## config.mk

```make
export PLATFORM = sky130hd
export DESIGN_NAME = capture_ctrl_flat
export DESIGN_NICKNAME = d
export VERILOG_FILES = /design/src/rtl/capture_if.sv /design/src/rtl/capture_ctrl.sv /design/src/flat_wrapper.sv
export SDC_FILE = /design/constraint.sdc
export NUM_CORES = 1
export LEC_CHECK = 0
export BUFFER_PORTS_ARGS = -buffer_cell sky130_fd_sc_hd__buf_2
export CAP_MARGIN = 25
export CORE_MARGIN = 3
export CORE_UTILIZATION = 45
export CTS_CLUSTER_DIAMETER = 200
export DETAILED_ROUTE_END_ITERATION = 6
export GPL_TIMING_DRIVEN = 0
export PLACE_DENSITY_LB_ADDON = 0.2
export SYNTH_ARGS = -nofsm -noshare
export SYNTH_HDL_FRONTEND = slang
export SYNTH_SLANG_ARGS = --single-unit
```

## constraint.sdc

```tcl
create_clock -name clk -period 3.53 [get_ports clk]
set_input_delay 0.706 -clock clk [delete_from_list [all_inputs] [get_ports clk]]
set_output_delay 0.706 -clock clk [all_outputs]
set_load 0.005 [all_outputs]
```

## src/rtl/capture_if.sv

```systemverilog
// Sample-stream and queue-write-port bundle for capture_ctrl.
// The master drives the stream and control inputs; the slave is the controller.
interface capture_if #(
    parameter int LOG2   = 9,
    parameter int DATA_W = 8
);
    logic              run;
    logic [LOG2-1:0]   post_len;
    logic              smpl_en;
    logic [DATA_W-1:0] smpl;
    logic              trig;
    logic              we;
    logic [LOG2-1:0]   waddr;
    logic [DATA_W-1:0] wdata;
    logic              armed;
    logic              capture_done;
    logic [LOG2-1:0]   oldest_addr;
    logic [15:0]       trig_cnt;

    modport master (
        output run, post_len, smpl_en, smpl, trig,
        input  we, waddr, wdata, armed, capture_done, oldest_addr, trig_cnt
    );

    modport slave (
        input  run, post_len, smpl_en, smpl, trig,
        output we, waddr, wdata, armed, capture_done, oldest_addr, trig_cnt
    );
endinterface

```

## src/rtl/capture_ctrl.sv

```systemverilog
// Write-side controller for the circular sample queue: fill / armed / post-trigger capture.
// Define CAPT_TRIG_CNT_EN to build the saturating count of samples written while armed.
module capture_ctrl #(
    parameter int ENTRIES = 384,
    parameter int LOG2    = 9,
    parameter int DATA_W  = 8
) (
    input logic      clk,
    input logic      rst,
    capture_if.slave bus
);
    typedef enum logic [2:0] {S_IDLE, S_FILL, S_ARMED, S_POST, S_DONE} state_t;

    localparam logic [LOG2-1:0] LAST = LOG2'(ENTRIES - 1);
    localparam logic [LOG2-1:0] ONE  = LOG2'(1);

    state_t              r_state;
    state_t              w_state_nxt;
    logic [LOG2-1:0]     r_ptr;
    logic [LOG2-1:0]     r_fill_cnt;
    logic [LOG2-1:0]     r_post_cnt;
    logic [LOG2-1:0]     r_post_len;
    logic [LOG2-1:0]     w_fill_target;
    logic                w_wr;
    logic                w_start;
    logic                r_we_p1;
    logic [LOG2-1:0]     r_waddr_p1;
    logic [DATA_W-1:0]   r_wdata_p1;

    function automatic logic [LOG2-1:0] ptr_inc(input logic [LOG2-1:0] p);
        return (p == LAST) ? '0 : p + ONE;
    endfunction

    function automatic logic [LOG2-1:0] clamp_len(input logic [LOG2-1:0] l);
        return (l > LAST) ? LAST : l;
    endfunction

    // Pre-trigger history needed before arming; post_len is clamped so this is never zero.
    assign w_fill_target = LOG2'(ENTRIES) - r_post_len;
    assign w_start       = bus.run;

    always_ff @(posedge clk or posedge rst) begin
        if (rst) r_state <= S_IDLE;
        else     r_state <= w_state_nxt;
    end

    always_comb begin
        w_state_nxt = r_state;
        w_wr        = 1'b0;
        if (bus.run) begin
            w_state_nxt = S_FILL;
        end else begin
            case (r_state)
                S_FILL: begin
                    if (bus.smpl_en) begin
                        w_wr = 1'b1;
                        if (r_fill_cnt + ONE == w_fill_target) w_state_nxt = S_ARMED;
                    end
                end
                S_ARMED: begin
                    w_wr = bus.smpl_en;
                    // A sample coincident with trig is the first post-trigger sample.
                    if (bus.trig) begin
                        if (r_post_len == '0 || (r_post_len == ONE && bus.smpl_en))
                            w_state_nxt = S_DONE;
                        else
                            w_state_nxt = S_POST;
                    end
                end
                S_POST: begin
                    if (bus.smpl_en) begin
                        w_wr = 1'b1;
                        if (r_post_cnt + ONE == r_post_len) w_state_nxt = S_DONE;
                    end
                end
                default: ;
            endcase
        end
    end

    // Stage p1: registered queue write port, one cycle behind the strobe.
    always_ff @(posedge clk or posedge rst) begin
        if (rst) begin
            r_we_p1    <= 1'b0;
            r_waddr_p1 <= '0;
            r_wdata_p1 <= '0;
            r_ptr      <= '0;
            r_fill_cnt <= '0;
            r_post_cnt <= '0;
            r_post_len <= '0;
        end else begin
            r_we_p1 <= w_wr;
            if (w_wr) begin
                r_waddr_p1 <= r_ptr;
                r_wdata_p1 <= bus.smpl;
                r_ptr      <= ptr_inc(r_ptr);
            end
            if (w_start) begin
                r_ptr      <= '0;
                r_fill_cnt <= '0;
                r_post_cnt <= '0;
                r_post_len <= clamp_len(bus.post_len);
            end else begin
                if (r_state == S_FILL && w_wr) r_fill_cnt <= r_fill_cnt + ONE;
                if (r_state == S_ARMED)        r_post_cnt <= bus.smpl_en ? ONE : '0;
                if (r_state == S_POST && w_wr) r_post_cnt <= r_post_cnt + ONE;
            end
        end
    end

`ifdef CAPT_TRIG_CNT_EN
    logic [15:0] r_trig_cnt;

    function automatic logic [15:0] sat_inc16(input logic [15:0] v);
        return (v == 16'hFFFF) ? v : v + 16'd1;
    endfunction

    always_ff @(posedge clk or posedge rst) begin
        if (rst)                           r_trig_cnt <= '0;
        else if (w_start)                  r_trig_cnt <= '0;
        else if (r_state == S_ARMED && w_wr) r_trig_cnt <= sat_inc16(r_trig_cnt);
    end

    assign bus.trig_cnt = r_trig_cnt;
`else
    assign bus.trig_cnt = '0;
`endif

    assign bus.we           = r_we_p1;
    assign bus.waddr        = r_waddr_p1;
    assign bus.wdata        = r_wdata_p1;
    assign bus.armed        = (r_state == S_ARMED);
    assign bus.capture_done = (r_state == S_DONE);
    // The next slot to be overwritten holds the oldest sample.
    assign bus.oldest_addr  = (r_state == S_DONE) ? r_ptr : '0;
endmodule

```

## src/flat_wrapper.sv

```systemverilog
// flat-port wrapper written by rule: the top's interface ports become plain ports
module capture_ctrl_flat 
#(
    parameter int ENTRIES = 384,
    parameter int LOG2    = 9,
    parameter int DATA_W  = 8
)
  (clk, rst, bus_run, bus_post_len, bus_smpl_en, bus_smpl, bus_trig, bus_we, bus_waddr, bus_wdata, bus_armed, bus_capture_done, bus_oldest_addr, bus_trig_cnt);
  capture_if #(.LOG2(LOG2), .DATA_W(DATA_W)) bus_i ();
  input logic clk;
  input logic rst;
  input wire logic [$bits(bus_i.run)-1:0] bus_run;
  input wire logic [$bits(bus_i.post_len)-1:0] bus_post_len;
  input wire logic [$bits(bus_i.smpl_en)-1:0] bus_smpl_en;
  input wire logic [$bits(bus_i.smpl)-1:0] bus_smpl;
  input wire logic [$bits(bus_i.trig)-1:0] bus_trig;
  output wire logic [$bits(bus_i.we)-1:0] bus_we;
  output wire logic [$bits(bus_i.waddr)-1:0] bus_waddr;
  output wire logic [$bits(bus_i.wdata)-1:0] bus_wdata;
  output wire logic [$bits(bus_i.armed)-1:0] bus_armed;
  output wire logic [$bits(bus_i.capture_done)-1:0] bus_capture_done;
  output wire logic [$bits(bus_i.oldest_addr)-1:0] bus_oldest_addr;
  output wire logic [$bits(bus_i.trig_cnt)-1:0] bus_trig_cnt;
  assign bus_i.run = bus_run;
  assign bus_i.post_len = bus_post_len;
  assign bus_i.smpl_en = bus_smpl_en;
  assign bus_i.smpl = bus_smpl;
  assign bus_i.trig = bus_trig;
  assign bus_we = bus_i.we;
  assign bus_waddr = bus_i.waddr;
  assign bus_wdata = bus_i.wdata;
  assign bus_armed = bus_i.armed;
  assign bus_capture_done = bus_i.capture_done;
  assign bus_oldest_addr = bus_i.oldest_addr;
  assign bus_trig_cnt = bus_i.trig_cnt;
  capture_ctrl #(.ENTRIES(ENTRIES), .LOG2(LOG2), .DATA_W(DATA_W)) u_core (.clk(clk), .rst(rst), .bus(bus_i));
endmodule
```

==> impl_metrics.env <==
export IMPL_die_area_um2=8680
export IMPL_post_route_drc_count=0
export IMPL_final_area_um2=4060
export IMPL_async_reset_ff_share_pct=100
export IMPL_crit_fanout=6
export IMPL_die_w_um=93.1
export IMPL_cts_hold_buf=0
export IMPL_hold_violations=0
export IMPL_ios=67
export IMPL_ys_flop_type="dfrtp_1"
export IMPL_slew_viol_final=0
export IMPL_status="finished clean"
export IMPL_vias=2811
export IMPL_yosysWarnings=0
export IMPL_reg2reg_from="u_core.r_post_len[3]"
export IMPL_clock_sinks=57
export IMPL_p_total_w=0.00209
export IMPL_worstPathArrival_ns=3.13
export IMPL_final_antenna_net_count=0
export IMPL_p_leak_nw=1.94
export IMPL_synth_top_area_share_pct=41.7
export IMPL_synth_seq_cells=57
export IMPL_antenna_found_initial=0
export IMPL_track_usage_pct=19.0
export IMPL_min_period_over_period_pct=82.4
export IMPL_max_cap_viol_count=0
export IMPL_synth_top_family_by_area="simple AND/OR/NAND/NOR gates"
export IMPL_synth_area_per_cell_um2=9.54
export IMPL_reg2reg_to="u_core.r_state[1]"
export IMPL_tightest_slew_ns=0.710
export IMPL_r2r_cells=6
export IMPL_drt_wl_total_um=7740
export IMPL_grt_max_degree=42
export IMPL_finalSetupViolCount=0
export IMPL_synthesis_area_um2=3420
export IMPL_root_buffer="clkbuf_8"
export IMPL_synth_fa_ha_area_share_pct=1.83
export IMPL_ys_types=45
export IMPL_synth_xor_area_share_pct=11.6
export IMPL_synth_edf_count=0
export IMPL_synth_most_common_cell="dfrtp_1"
export IMPL_wl_per_cell_um=14.4
export IMPL_place_gp_congestion=0.855
export IMPL_critPathCaptureType="register"
export IMPL_cts_buffers=9
export IMPL_finClkSkew_ns=0.00563
export IMPL_num_rows=31
export IMPL_startpoint_type="register"
export IMPL_ir_worst_vdd_mv=0.322
export IMPL_cts_setup_buffers=0
export IMPL_cts_tree="yes"
export IMPL_diodes=0
export IMPL_coreArea_um2=7290
export IMPL_nets=461
export IMPL_place_area_um2=3860
export IMPL_path_clk_slew_ns=0.07
export IMPL_vias_per_cell=5.22
export IMPL_r2r_slack_ns=0.62
export IMPL_drive_gt1_share_pct=25.1
export IMPL_grt_pass1_wl_um=13100
export IMPL_grt_pass1_vias=2689
export IMPL_cts_htree_levels=3
export IMPL_clock_latency_ns=0.34
export IMPL_gr_total_overflow=0
export IMPL_tns_ns=0
export IMPL_hold_class="in -> async"
export IMPL_yosys_area_top_type="dfrtp_1"
export IMPL_max_freq_mhz=344
export IMPL_slew_headroom_pct=52.3
export IMPL_io_buffers=49
export IMPL_period_minus_slack_ns=2.91
export IMPL_synthTopCellsByArea="dfrtp_1 42%, mux2_2 5.9%, xnor2_1 5.1%"
export IMPL_critPathKind="reg -> reg"
export IMPL_drtIter0Drc=174
export IMPL_yosys_area_share_simple_pct=18.6
export IMPL_power_density_nw_per_um2=516
export IMPL_ctsResizeCount=0
export IMPL_seq_area_frac_synth_pct=41.7
export IMPL_dp_hpwl_um=5550
export IMPL_cts_path_max_buffers=2
export IMPL_syn_to_final_growth_pct=18.7
export IMPL_n_fill_cell=724
export IMPL_worstPathRequired_ns=3.75
export IMPL_floorplan_initialDensity_pct=46.9
export IMPL_holdWs_ns=0.337
export IMPL_synth_compound_area_share_pct=12.6
export IMPL_synth_mux_area_share_pct=6.52
export IMPL_rsz0062_at_grt="false"
export IMPL_syn_inst=358
export IMPL_synthTopCellsByCount="57 x dfrtp_1, 40 x nor2_1, 24 x o21ai_0"
export IMPL_fp_dieH_um=93.1
export IMPL_firstDrtPassIters=4
==> per-layer routing <==
layer / share of wire [%] / up-vias / global-route usage [%]
met2: 46 / 79 / 29.8
met5: 0 / - / 0
met3: 6.1 / 6 / 5.07
li1: - / 1376 / -
met4: 1.1 / 0 / 5.49
met1: 47 / 1350 / 26.0
==> area by class of cell <==
| class | instances | area (µm²) | area share, % |
|---|---|---|---|
| multi-input combinational | 273 | 1810 | 44.6 |
| sequential | 57 | 1430 | 35.2 |
| timing repair buffer | 50 | 265 | 6.54 |
| buffer | 32 | 195 | 4.81 |
| clock buffer | 9 | 124 | 3.05 |
| tap | 99 | 124 | 3.05 |
| clock inverter | 7 | 71.3 | 1.76 |
| inverter | 11 | 41.3 | 1.02 |
==> metrics by stage <==
stage               instances  setup WS, ns  utilization (%)
finish                    538         0.621             55.6
global route              538         0.504             55.6
CTS                       538         0.612             55.6
detailed placement        522         0.619             53.0
global placement          521         0.624             52.7
floorplan                 373         0.780                -
==> sequential cells by signal, indices dropped and copies added, names as in the netlist <==
name and flops:
u_core.bus.waddr 9, u_core.r_fill_cnt 9, u_core.r_post_cnt 9, u_core.r_post_len 9
u_core.r_ptr 9, u_core.bus.wdata 8, u_core.r_state 3, u_core.bus.we 1
==> worst max-delay path: stages, from the launching register on <==
cell     delay, ns
dfrtp_1       0.48
or4_4         0.61
o31ai_4       0.19
xnor3_1       0.42
or4_4         0.56
o21a_1        0.22
o31a_1        0.30
==> worst max path at each step <==
stage	startpoint	endpoint	slack, ns	depth (start not counted)
after global routing	u_core.r_post_len[0]	u_core.r_state[1]	0.50	9
after detailed placement	u_core.r_post_len[0]	u_core.r_state[1]	0.62	9
after floorplan	u_core.r_post_len[2]	u_core.r_state[1]	0.78	7
final	u_core.r_post_len[3]	u_core.r_state[1]	0.62	6
after global placement	rst	u_core.bus.wdata[0]	0.62	2
after CTS	u_core.r_post_len[3]	u_core.r_state[1]	0.61	6
==> report_power, final <==
| group | switching, W | total [W] | internal, W |
|---|---|---|---|
| Sequential | 0.0000952 | 0.000852 | 0.000757 |
| Combinational | 0.000340 | 0.000628 | 0.000289 |
| Clock | 0.000290 | 0.000614 | 0.000324 |
==> cell usage in the layout (no fill, tap or decap), types with 2 or more instances in the layout <==
master | synthesis | layout
mux2i_1 | 2 | 2
clkbuf_8 | 0 | 9
nand4_1 | 3 | 3
or3_1 | 5 | 5
xnor2_1 | 20 | 20
a21oi_1 | 14 | 14
xor2_1 | 15 | 15
o31ai_1 | 5 | 5
dfrtp_1 | 57 | 57
nor3_1 | 7 | 7
or4_4 | 2 | 2
a31o_2 | 3 | 3
inv_1 | 11 | 10
and3_1 | 17 | 17
buf_2 | 0 | 49
nand3_1 | 16 | 16
a31oi_1 | 2 | 2
buf_4 | 16 | 16
nand3b_1 | 2 | 2
nor3b_1 | 3 | 3
clkbuf_1 | 13 | 13
conb_1 | 1 | 16
nand2_1 | 23 | 23
mux2_2 | 18 | 18
clkinvlp_4 | 0 | 3
ha_1 | 5 | 5
and4_1 | 2 | 2
clkinv_2 | 0 | 2
nand2b_1 | 2 | 2
xnor3_1 | 4 | 4
o21ai_0 | 24 | 24
o211ai_1 | 6 | 6
and2_1 | 4 | 4
nor2_1 | 40 | 40
buf_6 | 2 | 2
==> cells by family (layout without fill, tap and decap cells) <==
kind of cell / count (synthesis) / count (layout)
XOR/XNOR: 39 / 39
adder cells (fa/ha/maj): 5 / 5
buffers and inverters: 43 / 109
multiplexers: 20 / 20
AND/OR/NAND/NOR: 128 / 128
AO/OA/AOI/OAI: 65 / 65
other: 1 / 16
flip-flops: 57 / 57
Note: power is estimated with default switching activity, not from simulation.
